## src/rtl/color_pkg.sv

```systemverilog
// Shared types and constants for the question-box renderer.
//   rgb_t        : 24-bit packed pixel colour (r, g, b)
//   colour names : BLACK, WHITE, BROWN, BROWN_DARK, YELLOW_BRIGHT/MID/DARK
//   qbox_state_t : per-box animation state
//   glyph_row    : 16x16 question-mark bitmap, column 0 at bit 15
//   box_color    : colour of one 16x16 cell for a given state and shimmer phase
package color_pkg;

    typedef struct packed {
        logic [7:0] r;
        logic [7:0] g;
        logic [7:0] b;
    } rgb_t;

    localparam rgb_t BLACK         = '{r: 8'h00, g: 8'h00, b: 8'h00};
    localparam rgb_t WHITE         = '{r: 8'hFF, g: 8'hFF, b: 8'hFF};
    localparam rgb_t BROWN         = '{r: 8'h88, g: 8'h44, b: 8'h00};
    localparam rgb_t BROWN_DARK    = '{r: 8'h44, g: 8'h22, b: 8'h00};
    localparam rgb_t YELLOW_BRIGHT = '{r: 8'hFF, g: 8'hE0, b: 8'h00};
    localparam rgb_t YELLOW_MID    = '{r: 8'hD0, g: 8'hA0, b: 8'h00};
    localparam rgb_t YELLOW_DARK   = '{r: 8'h90, g: 8'h60, b: 8'h00};

    typedef enum logic [1:0] {
        IDLE,
        BUMP_UP,
        BUMP_DOWN,
        USED
    } qbox_state_t;

    // Glyph stays inside cells 2..13 so it never touches the two outer rings.
    function automatic logic [15:0] glyph_row(input logic [3:0] row);
        logic [15:0] bits;
        case (row)
            4'd3:    bits = 16'h07C0;
            4'd4:    bits = 16'h0C60;
            4'd5:    bits = 16'h0060;
            4'd6:    bits = 16'h00C0;
            4'd7:    bits = 16'h0180;
            4'd8:    bits = 16'h0300;
            4'd9:    bits = 16'h0300;
            4'd11:   bits = 16'h0300;
            4'd12:   bits = 16'h0300;
            default: bits = 16'h0000;
        endcase
        return bits;
    endfunction

    function automatic rgb_t shimmer_color(input logic [1:0] phase);
        rgb_t c;
        case (phase)
            2'd0:    c = YELLOW_BRIGHT;
            2'd2:    c = YELLOW_DARK;
            default: c = YELLOW_MID;
        endcase
        return c;
    endfunction

    function automatic rgb_t box_color(input qbox_state_t st,
                                       input logic [3:0]  cx,
                                       input logic [3:0]  cy,
                                       input logic [1:0]  phase);
        logic [15:0] row_bits;
        logic        glyph;
        logic        ring0;
        logic        ring1;
        rgb_t        c;
        row_bits = glyph_row(cy);
        glyph    = row_bits[4'd15 - cx];
        ring0    = (cx == 4'd0) || (cx == 4'd15) || (cy == 4'd0) || (cy == 4'd15);
        ring1    = (cx == 4'd1) || (cx == 4'd14) || (cy == 4'd1) || (cy == 4'd14);
        if (st == USED)
            c = ring0 ? BROWN : BROWN_DARK;
        else if (glyph)
            c = WHITE;
        else if (ring0)
            c = BROWN;
        else if (ring1)
            c = YELLOW_DARK;
        else
            c = shimmer_color(phase);
        return c;
    endfunction

endpackage

```

## src/rtl/qbox_anim_fsm.sv

```systemverilog
// Per-box bump animation: IDLE -> BUMP_UP -> BUMP_DOWN -> USED -> IDLE.
//   clk, reset  : system clock, asynchronous active-high reset
//   frame_tick  : one pulse per frame; advances the bump offset
//   hit, rearm  : start the bump from IDLE / return from USED to IDLE
//   state       : current animation state (registered)
//   offset      : upward pixel offset of the box, 0..BUMP_PX (registered)
module qbox_anim_fsm
    import color_pkg::*;
#(
    parameter int unsigned BUMP_PX = 4
) (
    input  logic        clk,
    input  logic        reset,
    input  logic        frame_tick,
    input  logic        hit,
    input  logic        rearm,
    output qbox_state_t state,
    output logic [3:0]  offset
);

    qbox_state_t state_d;
    logic [3:0]  offset_d;

    always_ff @(posedge clk or posedge reset) begin
        if (reset) begin
            state  <= IDLE;
            offset <= '0;
        end else begin
            state  <= state_d;
            offset <= offset_d;
        end
    end

    always_comb begin
        state_d  = state;
        offset_d = offset;
        case (state)
            IDLE: begin
                // a frame_tick in the same cycle as hit does not count
                if (hit) begin
                    state_d  = BUMP_UP;
                    offset_d = '0;
                end
            end
            BUMP_UP: begin
                if (frame_tick) begin
                    offset_d = offset + 4'd1;
                    if (offset_d == 4'(BUMP_PX))
                        state_d = BUMP_DOWN;
                end
            end
            BUMP_DOWN: begin
                if (frame_tick) begin
                    offset_d = offset - 4'd1;
                    if (offset_d == '0)
                        state_d = USED;
                end
            end
            USED: begin
                if (rearm)
                    state_d = IDLE;
            end
            default: begin
                state_d  = IDLE;
                offset_d = '0;
            end
        endcase
    end

endmodule

```

## src/rtl/qbox_anim_renderer.sv

```systemverilog
// Renders NUM_BOXES animated question boxes into the pixel stream.
//   clk, reset    : system clock, asynchronous active-high reset
//   frame_tick    : one pulse per frame (vblank start)
//   x, y          : current scan coordinate
//   box_x, box_y  : packed box centres, box i at [10i+9:10i]
//   hit, rearm    : per-box one-cycle animation requests
//   used          : per-box flag, high while the box is in USED
//   color, enable : registered pixel colour / in-any-box flag, 1 clk after x,y
module qbox_anim_renderer
    import color_pkg::*;
#(
    parameter int unsigned NUM_BOXES      = 4,
    parameter int unsigned SCALE          = 2,
    parameter int unsigned BUMP_PX        = 4,
    parameter int unsigned SHIMMER_FRAMES = 8
) (
    input  logic                    clk,
    input  logic                    reset,
    input  logic                    frame_tick,
    input  logic [9:0]              x,
    input  logic [9:0]              y,
    input  logic [10*NUM_BOXES-1:0] box_x,
    input  logic [10*NUM_BOXES-1:0] box_y,
    input  logic [NUM_BOXES-1:0]    hit,
    input  logic [NUM_BOXES-1:0]    rearm,
    output logic [NUM_BOXES-1:0]    used,
    output rgb_t                    color,
    output logic                    enable
);

    localparam int unsigned HALF  = 8 * SCALE;
    localparam int unsigned EDGE  = 16 * SCALE;
    localparam int unsigned SHIFT = (SCALE == 4) ? 2 : (SCALE == 2) ? 1 : 0;
    localparam int unsigned SW    = (SHIMMER_FRAMES > 1) ? $clog2(SHIMMER_FRAMES) : 1;

    logic [SW-1:0] shim_cnt;
    logic [1:0]    shim_phase;

    always_ff @(posedge clk or posedge reset) begin
        if (reset) begin
            shim_cnt   <= '0;
            shim_phase <= '0;
        end else if (frame_tick) begin
            if (shim_cnt == SW'(SHIMMER_FRAMES - 1)) begin
                shim_cnt   <= '0;
                shim_phase <= shim_phase + 2'd1;
            end else begin
                shim_cnt <= shim_cnt + 1'b1;
            end
        end
    end

    qbox_state_t box_state [NUM_BOXES];
    logic [3:0]  box_off   [NUM_BOXES];
    logic [11:0] rel_x     [NUM_BOXES];
    logic [11:0] rel_y     [NUM_BOXES];
    logic [3:0]  cell_x    [NUM_BOXES];
    logic [3:0]  cell_y    [NUM_BOXES];
    logic        in_box    [NUM_BOXES];

    for (genvar g = 0; g < NUM_BOXES; g++) begin : g_box
        qbox_anim_fsm #(
            .BUMP_PX(BUMP_PX)
        ) u_fsm (
            .clk       (clk),
            .reset     (reset),
            .frame_tick(frame_tick),
            .hit       (hit[g]),
            .rearm     (rearm[g]),
            .state     (box_state[g]),
            .offset    (box_off[g])
        );

        assign used[g] = (box_state[g] == USED);

        // y - (box_y - offset) rewritten as y - box_y + offset
        assign rel_x[g] = {2'b00, x} - {2'b00, box_x[10*g +: 10]} + 12'(HALF);
        assign rel_y[g] = {2'b00, y} - {2'b00, box_y[10*g +: 10]}
                        + {8'h00, box_off[g]} + 12'(HALF);
        // negative rel values are >= 2048 unsigned, so one compare clips both sides
        assign in_box[g] = (rel_x[g] < 12'(EDGE)) && (rel_y[g] < 12'(EDGE));
        assign cell_x[g] = 4'(rel_x[g] >> SHIFT);
        assign cell_y[g] = 4'(rel_y[g] >> SHIFT);
    end

    rgb_t pix_color;
    logic pix_en;

    // walk from the highest index down so the lowest overlapping box wins
    always_comb begin
        pix_en    = 1'b0;
        pix_color = BLACK;
        for (int unsigned k = NUM_BOXES; k > 0; k--) begin
            if (in_box[k-1]) begin
                pix_en    = 1'b1;
                pix_color = box_color(box_state[k-1], cell_x[k-1], cell_y[k-1], shim_phase);
            end
        end
    end

    always_ff @(posedge clk or posedge reset) begin
        if (reset) begin
            color  <= BLACK;
            enable <= 1'b0;
        end else begin
            color  <= pix_color;
            enable <= pix_en;
        end
    end

endmodule

```

## config.mk

```make
export PLATFORM = sky130hd
export DESIGN_NAME = qbox_anim_renderer
export DESIGN_NICKNAME = d
export VERILOG_FILES = /design/src/rtl/color_pkg.sv /design/src/rtl/qbox_anim_fsm.sv /design/src/rtl/qbox_anim_renderer.sv
export SDC_FILE = /design/constraint.sdc
export NUM_CORES = 1
export LEC_CHECK = 0
export ABC_AREA = 1
export BUFFER_PORTS_ARGS = -buffer_cell sky130_fd_sc_hd__clkbuf_2
export CORE_MARGIN = 1
export CORE_UTILIZATION = 45
export DETAILED_ROUTE_END_ITERATION = 7
export PLACE_DENSITY = 0.67
export SETUP_SLACK_MARGIN = 0.2
export SLEW_MARGIN = 20
export SYNTH_ARGS = -nofsm -noshare
export SYNTH_HDL_FRONTEND = slang
export SYNTH_SLANG_ARGS = --single-unit
```

## constraint.sdc

```tcl
create_clock -name clk -period 2.95 [get_ports clk]
set_input_delay 0 -clock clk [delete_from_list [all_inputs] [get_ports clk]]
set_output_delay 0 -clock clk [all_outputs]
set_load 0.005 [all_outputs]
```

==> results_dict.tcl <==
set metrics [dict create \
    async_reset_ff_share_pct 100 \
    die_h_um 154 \
    rr_startpoint "g_box[1].u_fsm.offset[0]$_DFFE_PP0P_" \
    clk_latency_ns 0.29 \
    synth_top_area_share_pct 17.6 \
    drt_iter0_markers 613 \
    wl_met1_um 14300 \
    antenna_found_initial 1 \
    synth-seq-area-share_pct 10.2 \
    postLayoutCoreUtil_pct 59.1 \
    hold_viol_final 0 \
    dieArea_mm2 0.0236 \
    grt_usage_pct 27.0 \
    antenna_left 0 \
    drc 0 \
    rows 55 \
    syn_to_final_growth_pct 29.1 \
    synth_edf_count 0 \
    synth_area_leader_cell "nand2_1" \
    grt_max_degree 43 \
    hpwl_um 27000 \
    via_per_inst 5.12 \
    crit_end "color[6]$_DFF_PP0_" \
    synth-simple-area-share_pct 39.9 \
    cts.sinks 42 \
    synth_fp_nets 2023 \
    cts_buffers 5 \
    clk_path_buf_depth 2 \
    max_freq_mhz 329 \
    clk_pin_slew_worst_paths_ns 0.06 \
    nNetsFinal 2332 \
    grt_pass1_vias 11200 \
    drt-total-wl_um 32200 \
    ys.flop_type "dfrtp_1" \
    tightest_slew_ns 0.703 \
    rr_worst_depth 18 \
    synthTopCellsByCount "484 x nand2_1, 325 x inv_1, 165 x nor2_1" \
    core_area_mm2 0.0226 \
    finalWorstSetupSlack_ns -0.0911 \
    root_buffer "clkbuf_16" \
    cp_max_fo 5 \
    gr-total-overflow 0 \
    layout-drive-gt1-share_pct 24.4 \
    netlist-cell-type-count 50 \
    diodes 0 \
    rsz0062_at_grt "yes" \
    drv_slew 0 \
    gp_congestion 0.975 \
    end_kind "register" \
    cp.required_ns 3.17 \
    synthAdderAreaFrac_pct 17.8 \
    io_pins 140 \
    drv_cap 0 \
    cts_tree "built" \
    ir_drop_v 0.000314 \
    total_power_mw 7.20 \
    yosysMostFrequentCell "nand2_1" \
    vias 12100 \
    syn_avg_cell_area_um2 5.83 \
    die_w_um 154 \
    highest_layer "met5" \
    reg2reg_slack_ns 0.01 \
    dr_wl_met2_um 15400 \
    cp-start-kind "input port" \
    initial_utilization_pct 45.8 \
    min_period_over_period_pct 103 \
    cts_htree_levels 2 \
    synth_cells 1772 \
    fin_setup_tns_ns -0.375 \
    relSlewSlack_pct 52.8 \
    post_drt_wl_per_cell_um 13.6 \
    violations "negative setup slack" \
    portBuffers 139 \
    synth_compound_area_share_pct 13.6 \
    synth.area.top_cells "nand2_1 18%, ha_1 15%, inv_1 12%" \
    hp-class "in2reg" \
    synth_top_family_by_area "simple AND/OR/NAND/NOR gates" \
    wl_met3_um 1790 \
    setup_viol 9 \
    synth_xor_area_share_pct 5.12 \
    ys_warn_count 0 \
    startpoint "y[0]" \
    fin_crit_ns 3.04 \
    synthMuxAreaShare_pct 0.109 \
    timing.rr.end "color[19]$_DFF_PP0_" \
    grt_first_pass_wirelength_um 51700 \
    leakage_nw 7.70 \
    syn_area_mm2 0.0103 \
    instances_no_fill 2367 \
    path_class "in2reg" \
    power_density_mw_per_mm2 540 \
    cp_data_arrival_time_ns 3.26 \
    ys_ff_latch 42 \
    dp_slack_ns -0.492 \
    dp.cells 2342 \
    finalClockSkew_ns 0.00396 \
    status "finished, violations left" \
    first_pass_iters 6 \
]
## logic make-up after synthesis
kind of cell	Yosys count
fa+ha+maj	140
buf+inv	353
simple gates	938
flops	42
mux	1
xor+xnor	57
compound gates	241
## critical path: stages
cell,delay [ns]
buf_6,0.08
clkinvlp_4,0.10
buf_12,0.15
buf_6,0.11
ha_4,0.15
fa_2,0.36
xnor2_2,0.14
ha_1,0.35
a21oi_2,0.17
nand2_1,0.10
nand2_4,0.13
nand2_8,0.08
inv_4,0.08
nor2_2,0.04
nor2_2,0.12
nand3_1,0.08
nand3_1,0.08
nand4_1,0.19
nand2_2,0.14
nand2_2,0.09
o211ai_1,0.26
nand2_1,0.11
a21oi_2,0.12
## flip-flops by register name, summed over array words and instances (netlist names)
name                flops
enable                  1
shim_phase              2
g_box.u_fsm.offset     16
g_box.u_fsm.state       8
color                  12
shim_cnt                3
## cell usage in the layout, fill, tap and decap left out, types with 13 or more instances in the layout
cell type,synthesis,layout
nand4_1,47,47
dfrtp_1,42,42
nand3_2,5,15
a21oi_1,81,72
o22ai_1,16,16
xor2_1,36,36
buf_4,12,168
inv_2,11,20
ha_1,128,123
o21bai_1,13,13
nand2_1,484,459
o21ai_0,78,71
nand3_1,156,145
nor2_2,16,23
clkbuf_2,0,138
inv_1,325,311
nand2_2,11,30
nor3_1,20,16
a21oi_2,10,18
nor2_1,165,152
## cell type report
cell class | count | area, um2
Multi-Input combinational cell | 1378 | 8400
Timing Repair Buffer | 318 | 2120
Clock buffer | 7 | 143
Tap cell | 285 | 357
Clock inverter | 1 | 5.00
Fill cell | 2272 | 9230
Sequential cell | 42 | 1050
Inverter | 336 | 1270
## power breakdown
part | switching [mW] | internal, mW
combinational | 3.41 | 2.36
clock | 0.232 | 0.336
sequential | 0.144 | 0.725
## worst min path at each step
stage	startpoint	to	slack [ns]	depth (start not counted)
4_1_cts	frame_tick	shim_cnt[0]$_DFFE_PP0P_	0.13	2
2_1_floorplan	reset	color[10]$_DFF_PP0_	0.24	1
3_5_place_dp	reset	g_box[0].u_fsm.offset[2]$_DFFE_PP0P_	0.15	3
5_1_grt	frame_tick	shim_cnt[0]$_DFFE_PP0P_	0.14	2
6_report	frame_tick	shim_cnt[0]$_DFFE_PP0P_	0.13	2
3_3_place_gp	reset	g_box[0].u_fsm.state[0]$_DFFE_PP0P_	0.14	3
## repair_timing
item / CTS / global route
hold buffers: 1 / 0
endpoints found under the setup margin: 13 / 13
pin swaps: 42 / 44
setup buffers: 9 / 6
gates resized for setup: 49 / 63
hold endpoints to repair: 42 / 0
cloned: 1 / 0
## stage by stage
stage | hold slack [ns] | area (um2)
6_report | 0.132 | 13300
2_1_floorplan | 0.243 | 10500
3_3_place_gp | 0.141 | 12600
5_1_grt | 0.141 | 13300
3_5_place_dp | 0.153 | 12600
4_1_cts | 0.129 | 13100
## layer usage
layer  vias to the layer above  track usage [%]
met5                         -                0
met4                         2             5.14
met3                        41             4.03
met2                       298             48.6
met1                      5454             34.0
li1                       6325                -
Power figures use the tool's default switching activity.
